==> config.mk <==
export PLATFORM = sky130hd
export DESIGN_NAME = serial_rx
export DESIGN_NICKNAME = d
export VERILOG_FILES = /design/src/rtl/uart_pkg.sv /design/src/rtl/sync_2ff.sv /design/src/rtl/serial_rx.sv
export SDC_FILE = /design/constraint.sdc
export NUM_CORES = 1
export LEC_CHECK = 0
export ABC_AREA = 1
export CORE_ASPECT_RATIO = 1.5
export CORE_MARGIN = 5
export CORE_UTILIZATION = 47
export DETAILED_ROUTE_END_ITERATION = 8
export PLACE_DENSITY = 0.76
export SLEW_MARGIN = 20
export SYNTH_ARGS = -nofsm -noshare
export SYNTH_HDL_FRONTEND = slang
export SYNTH_SLANG_ARGS = --single-unit
==> constraint.sdc <==
create_clock -name i_Clock -period 1.3 [get_ports i_Clock]
set_input_delay 0.26 -clock i_Clock [delete_from_list [all_inputs] [get_ports i_Clock]]
set_output_delay 0.26 -clock i_Clock [all_outputs]
set_load 0.05 [all_outputs]
==> src/rtl/uart_pkg.sv <==
// rtl/uart_pkg.sv - shared UART state encodings, frame constants and timing helper
package uart_pkg;

  localparam int DATA_BITS = 8;
  localparam int STOP_BITS = 1;

  typedef enum logic [2:0] {
    ST_IDLE      = 3'd0,
    ST_START     = 3'd1,
    ST_DATA      = 3'd2,
    ST_STOP      = 3'd3,
    ST_CLEANUP   = 3'd4,
    ST_WAIT_IDLE = 3'd5
  } uart_state_t;

  function automatic int clks_per_bit(input int freq, input int baud);
    return freq / baud;
  endfunction

endpackage

==> src/rtl/sync_2ff.sv <==
// rtl/sync_2ff.sv - two-flop synchronizer for an asynchronous single-bit input
module sync_2ff #(
  parameter logic RESET_VAL = 1'b1
) (
  input  logic i_Clock,
  input  logic i_Rst_n,
  input  logic i_D,
  output logic o_Q
);

  logic r_meta;
  logic r_sync;

  always_ff @(posedge i_Clock) begin
    if (!i_Rst_n) begin
      r_meta <= RESET_VAL;
      r_sync <= RESET_VAL;
    end else begin
      r_meta <= i_D;
      r_sync <= r_meta;
    end
  end

  assign o_Q = r_sync;

endmodule

==> src/rtl/serial_rx.sv <==
// rtl/serial_rx.sv - 8N1 UART receiver with byte strobe and framing-error strobe
module serial_rx
  import uart_pkg::*;
#(
  parameter int BAUDRATE        = 115200,
  parameter int CLOCK_FREQUENCY = 48000000
) (
  input  logic       i_Clock,
  input  logic       i_Rst_n,
  input  logic       i_Rx_Serial,
  output logic       o_Rx_DV,
  output logic [7:0] o_Rx_Byte,
  output logic       o_Rx_Frame_Err,
  output logic       o_Rx_Active
);

  localparam int CLKS_PER_BIT = clks_per_bit(CLOCK_FREQUENCY, BAUDRATE);
  localparam int HALF_BIT     = CLKS_PER_BIT / 2;
  localparam int CNT_W        = $clog2(CLKS_PER_BIT) + 1;

  localparam logic [CNT_W-1:0] HALF_LAST = CNT_W'(HALF_BIT - 1);
  localparam logic [CNT_W-1:0] BIT_LAST  = CNT_W'(CLKS_PER_BIT - 1);
  localparam logic [2:0]       IDX_LAST  = 3'(DATA_BITS - 1);

  logic             w_rx_s;
  uart_state_t      r_state;
  logic [CNT_W-1:0] r_cnt;
  logic [2:0]       r_bit_idx;
  logic [7:0]       r_shift;
  logic [7:0]       r_byte;
  logic             r_dv;
  logic             r_ferr;
  logic             r_active;

  sync_2ff #(.RESET_VAL(1'b1)) u_sync (
    .i_Clock (i_Clock),
    .i_Rst_n (i_Rst_n),
    .i_D     (i_Rx_Serial),
    .o_Q     (w_rx_s)
  );

  always_ff @(posedge i_Clock) begin
    if (!i_Rst_n) begin
      r_state   <= ST_IDLE;
      r_cnt     <= '0;
      r_bit_idx <= '0;
      r_shift   <= '0;
      r_byte    <= '0;
      r_dv      <= 1'b0;
      r_ferr    <= 1'b0;
      r_active  <= 1'b0;
    end else begin
      r_dv   <= 1'b0;
      r_ferr <= 1'b0;
      case (r_state)
        ST_IDLE: begin
          r_cnt     <= '0;
          r_bit_idx <= '0;
          r_active  <= 1'b0;
          if (!w_rx_s) begin
            r_state  <= ST_START;
            r_active <= 1'b1;
          end
        end
        ST_START: begin
          // A start bit still low at its midpoint is genuine; otherwise it was noise.
          if (r_cnt == HALF_LAST) begin
            r_cnt <= '0;
            if (!w_rx_s) begin
              r_bit_idx <= '0;
              r_state   <= ST_DATA;
            end else begin
              r_active <= 1'b0;
              r_state  <= ST_IDLE;
            end
          end else begin
            r_cnt <= r_cnt + 1'b1;
          end
        end
        ST_DATA: begin
          if (r_cnt == BIT_LAST) begin
            r_cnt              <= '0;
            r_shift[r_bit_idx] <= w_rx_s;
            if (r_bit_idx == IDX_LAST) begin
              r_state <= ST_STOP;
            end else begin
              r_bit_idx <= r_bit_idx + 3'd1;
            end
          end else begin
            r_cnt <= r_cnt + 1'b1;
          end
        end
        ST_STOP: begin
          if (r_cnt == BIT_LAST) begin
            r_cnt    <= '0;
            r_active <= 1'b0;
            if (w_rx_s) begin
              r_byte  <= r_shift;
              r_dv    <= 1'b1;
              r_state <= ST_CLEANUP;
            end else begin
              r_ferr  <= 1'b1;
              r_state <= ST_WAIT_IDLE;
            end
          end else begin
            r_cnt <= r_cnt + 1'b1;
          end
        end
        ST_CLEANUP: begin
          r_state <= ST_IDLE;
        end
        ST_WAIT_IDLE: begin
          // A break holds the line low; wait for it to rise before hunting again.
          if (w_rx_s) begin
            r_state <= ST_IDLE;
          end
        end
        default: begin
          r_state <= ST_IDLE;
        end
      endcase
    end
  end

  assign o_Rx_DV        = r_dv;
  assign o_Rx_Byte      = r_byte;
  assign o_Rx_Frame_Err = r_ferr;
  assign o_Rx_Active    = r_active;

endmodule

Word-level counts from Yosys, hierarchy flattened

Cells that the tools add are included.

Mux-type cells: 26
$lt $le $gt $ge: 2
$add $sub $neg: 2
Reduce and logical (&&, ||, !) cells: 12
Eq/ne operators: 16

Operators by type and width:

| operator                                                                             | count |
|---|---|
| 3-bit 2-to-1 mux                                                                     | 10 |
| 10-bit one-hot mux with 3 select lines                                               | 1 |
| 10-bit 2-to-1 mux                                                                    | 2 |
| 3-bit one-hot mux with 5 select lines                                                | 1 |
| 2-bit != test (second input constant)                                                | 7 |
| 10-bit by 1-bit adder with 10-bit output (second input constant)                     | 1 |
| 10-bit by 8-bit equality test with 1-bit output (second input constant)              | 1 |
| 10-bit by 9-bit equality test with 1-bit output (second input constant)              | 1 |
| 3-bit one-hot mux with 3 select lines                                                | 1 |
| 3-bit nonzero test                                                                   | 3 |
| 8-bit bitwise mux                                                                    | 1 |
| 1-bit 2-to-1 mux                                                                     | 7 |
| 3-bit by 2-bit equality test with 1-bit output (second input constant)               | 2 |
| 3-bit equality test (second input constant)                                          | 2 |
| 3-bit AND reduction                                                                  | 2 |
| 6-bit AND reduction                                                                  | 1 |
| 5-bit AND reduction                                                                  | 1 |
| 3-bit by 4-bit less-than comparator with 1-bit output (second input constant)        | 1 |
| 2-bit by 1-bit != test with 1-bit output (second input constant)                     | 2 |
| 4-bit AND reduction                                                                  | 1 |
| 3-bit by 1-bit adder with 3-bit output (second input constant)                       | 1 |
| 1-bit demux with 3-bit select                                                        | 1 |
| 3-bit by 1-bit equality test with 1-bit output (second input constant)               | 1 |
| 3-bit by 1-bit greater-or-equal comparator with 1-bit output (second input constant) | 1 |
| other kinds (6)                                                                      | 6 |

Input port bits: 3
Word-level logic and storage cells: 68
Bits in registers: 37
Output and inout port bits: 11

Logic depth before layout (Yosys ltp)

Depth after elaboration: 5
Mapped depth: 11
Mapped depth without buffers: 10

By module

From an unflattened synthesis, not the netlist that was laid out.

Cells, all modules: 264
Area total of the unflattened synthesis: 1845.5 um^2

Modules (own cells, without submodules):

| module    | area each (um^2) | cells each | times used | seq. area each (um^2) |
|---|---|---|---|---|
| serial_rx | 1790.5           | 258        | 1          | 700.7 |
| sync_2ff  | 55.1             | 6          | 1          | 40.0 |

Worst setup path before layout

Ideal clock, no wire load.

Path kind: flip-flop to flip-flop
Start: register r_cnt[0]
End: register r_state[1]
Data arrival time: 1.285 ns
Path buffers: 0
Path slack: -0.098 ns
Required time: 1.187 ns
Cell stages (with the launch flop): 11
Path through: dfxtp_1 > ha_1 > nand3_2 > inv_2 > nand3_4 > nand2_2 > nand2_1 > nor2_4 > nand2_1 > nand2_1 > nor2_1

Longest elaborated chain between the ends: 3
Elaborated cells between the ends (all ways): 6
Those cells by class: 5 x eq/ne; 1 x reduce/logical

RTL lines:

| what                                                                                                                      | RTL line                                          | text |
|---|---|---|
| start, declared                                                                                                           | serial_rx.sv:27                                   | `logic [CNT_W-1:0] r_cnt;` |
| start signal, assigned                                                                                                    | serial_rx.sv:77                                   | `r_cnt <= r_cnt + 1'b1;` |
| start signal, assigned                                                                                                    | serial_rx.sv:90                                   | `r_cnt <= r_cnt + 1'b1;` |
| start signal, assigned                                                                                                    | serial_rx.sv:106                                  | `r_cnt <= r_cnt + 1'b1;` |
| 10-bit by 9-bit equality test with 1-bit output / 10-bit by 8-bit equality test with 1-bit output (equally long branches) | serial_rx.sv:81, serial_rx.sv:94, serial_rx.sv:67 |  |
| 2-bit != test (no line)                                                                                                   | n/a                                               |  |
| 6-bit AND reduction (no line) *                                                                                           | n/a                                               |  |
| end signal, assigned                                                                                                      | serial_rx.sv:85                                   | `r_state <= ST_STOP;` |
| end signal, assigned                                                                                                      | serial_rx.sv:100                                  | `r_state <= ST_CLEANUP;` |
| end signal, assigned                                                                                                      | serial_rx.sv:103                                  | `r_state <= ST_WAIT_IDLE;` |
| end, declared                                                                                                             | serial_rx.sv:26                                   | `uart_state_t r_state;` |

Every way passes the cells marked *; elsewhere a longest branch is shown, timed or not.
A chain may end at the register's enable or synchronous reset.

Worst setup path in the final report

Start: register r_cnt[1]
End: register r_state[1]

Same word-level chain as after synthesis.

==> flow_summary.ini <==
[power]
static-leakage-power_nw = 1.29
report.power.total_w = 0.00426
p_per_area_mw_per_mm2 = 1490
vdd.ir_drop.worst_mv = 1.36

[sta]
timing_max_transition_violations_final = 0
fmax_mhz = 690
final_critical_path_setup_slack_ns = -0.148
fin_crit_ns = 1.45
unrepaired_setup_endpoints_after_global_routing = yes
relative_slew_margins_pct = 78.4
final-setup-viol-count = 28
clock_skew_ns = 0.00575
timing_hold_violations_final = 0
worst-slew-pin-transition_ns = 0.322
fin_crit_sh_pct = 111

[clock_tree]
cts_inserted_buffers = 5
hold_buffers = 0
tritoncts = done
cts.clk_slew.worst_paths_ns = 0.08
htree_levels = 2
clk_latency_ns = 0.30
ctsLongestPathBuffers = 2
clockRootBuffer = sky130_fd_sc_hd__clkbuf_8
numClockSinks = 37

[outcome]
violated_checks = negative setup slack
run_status = complete, but fails checks

[finish]
final_nets = 335
most_used_cells_in_the_layout_excluding_fill_and_tap_cells = sky130_fd_sc_hd__nand2_1, sky130_fd_sc_hd__buf_4, sky130_fd_sc_hd__nor2_1, sky130_fd_sc_hd__inv_1, sky130_fd_sc_hd__dfxtp_1
antenna_cells = 0
layout.cell_area.non_filler_mm2 = 0.00285
mostFrequentLayoutCell = sky130_fd_sc_hd__nand2_1
fraction_of_layout_cells_with_a_size_suffix_above_1_pct = 42.7
syn2layout_area_growth_pct = 47.4
final_util_pct = 71.9

[setup_path]
arrival_ns = 1.65
regToRegStartpoint = r_cnt[1]
cp.required_ns = 1.50
critPathCaptureType = flop
worst-setup-path-type = flop to flop
worst-path-max-fanout = 5
worst_setup_path_startpoint = r_cnt[1]
critPathLaunchType = flop

[floorplanning]
floorplan.initialDensity_pct = 48.8
core.rowCount = 28
die_footprint_mm2 = 0.00552
dieWidth_um = 62.3
design.core.area_mm2 = 0.00396
boundaryPins = 14
dieHeight_um = 88.5

[placement]
post_dp_cell_area_mm2 = 0.00246
place_hpwl_um = 3370
gp_routability_congestion = 0.929
io_buffer_count = 13

[global_route]
grt_start_max_net_pins = 21
sum_of_overflow_across_all_layers_after_global_routing = 0
first_global_vias = 1914
grt_first_pass_wirelength_um = 8320
antenna_found_initial = 0
grt_use_total_pct = 18.7

[worst_hold_path]
min_path_type = flop to flop
worst_hold_startpoint = u_sync.r_meta

[drt]
detail_route.drc_violations = 0
vias_per_cell = 5.18
wl_per_cell_um = 13.6
first_pass_iters = 4
antenna_violating_nets_post_route = 0
first_iter_violations = 88
final_routed_wirelength_um = 5110
dr_total_vias = 1942

[synthesis]
synth.yosys.seq_area_share_pct = 38.4
postSynthRegisterBits = 37
synthAdderAreaFrac_pct = 1.94
synth.yosys.warnings = 0
post_synth_cell_types = 31
synth_top_family_by_area = simple AND/OR/NAND/NOR gates
synthSimpleGateAreaFrac_pct = 37.1
synth_xor_xnor_area_share_pct = 1.36
postSynthAreaPerCell_um2 = 6.97
syn-cell-area_mm2 = 0.00193
postSynthNetCount = 283
synthCells = 277
yosys-mux-area-fraction_pct = 0
synth-compound-area-share_pct = 12.1

[flow_run]
timing.max_cap.violations = 0
[power breakdown]
part / switching, W / internal, W
Sequential: 0.000109 / 0.00124
Clock: 0.000455 / 0.000574
Combinational: 0.00112 / 0.000760
[synth_stat cells, drive strengths merged]
library cell	count	area (um^2)
buf	5	32.5
dfxtp	37	741
nor3b	2	15.0
nand4	3	18.8
nand3b	1	7.51
nand2	65	279
xor2	3	26.3
o21ai	19	95.1
clkbuf	3	11.3
nand3	12	87.6
or2	2	12.5
ha	3	37.5
a21oi	18	93.8
nor2	54	251
inv	35	131
o21bai	5	37.5
a22oi	1	7.51
nor3	9	45.0
[cell families after synthesis]
family          count (synthesis)
buf+inv                        43
compound gates                 43
flops                          37
simple gates                  148
fa+ha+maj                       3
xor+xnor                        3
[critical path: stages, from the launching register on]
cell and delay [ns]:
sky130_fd_sc_hd__dfxtp_2 0.37, sky130_fd_sc_hd__ha_4 0.15, sky130_fd_sc_hd__nand3_4 0.11, sky130_fd_sc_hd__nor2_2 0.12, sky130_fd_sc_hd__nand2_2 0.08, sky130_fd_sc_hd__nand2_4 0.14, sky130_fd_sc_hd__nand2_4 0.08, sky130_fd_sc_hd__nor2_4 0.13
sky130_fd_sc_hd__nand2_1 0.06, sky130_fd_sc_hd__nand2_1 0.06, sky130_fd_sc_hd__nor2_1 0.04
[flip-flops by register name (all words and copies together), names as in the netlist, 3 cells and up]
| signal | count |
|---|---|
| o_Rx_Byte | 8 |
| r_shift | 8 |
| r_cnt | 10 |
| r_bit_idx | 3 |
| r_state | 3 |
[routing by layer]
metal	track usage (%)	share of wire, %	up-vias
li1	-	-	981
met1	19.0	36	912
met2	35.5	58	31
met3	3.81	2.5	18
met4	10.4	3.3	0
met5	0	0	-
[timing repair]
item / in CTS / in global routing
setup endpoints to repair: 33 / 35
gates cloned: 1 / 0
gates resized for setup: 23 / 47
buffers inserted: 3 / 3
pin swaps: 4 / 16
[per-stage QoR]
step,setup slack [ns],hold WS (ns),cells,TNS (ns)
6_report,-0.148,0.425,375,-2.79
5_1_grt,-0.258,0.448,375,-5.98
4_1_cts,-0.105,0.422,372,-1.88
3_5_place_dp,-0.129,0.401,360,-2.14
3_3_place_gp,-0.0751,0.397,360,-1.05
2_1_floorplan,-0.0233,0.367,277,-0.224
[layout make-up]
cell class,count,area (um^2)
clock buffer,5,68.8
fill,285,1110
sequential,37,763
inverter,35,131
timing repair buffer,52,537
clock inverter,3,46.3
tap,45,56.3
multi-input combinational,198,1240
[worst paths after layout]
kind         slack, ns          to  cells past startpoint
max reg2reg      -0.15  r_state[1]                     10
min reg2reg       0.43  u_sync.o_Q                      1
min               0.43  u_sync.o_Q                      1
max              -0.15  r_state[1]                     10
Power figures use the tool's default switching activity.
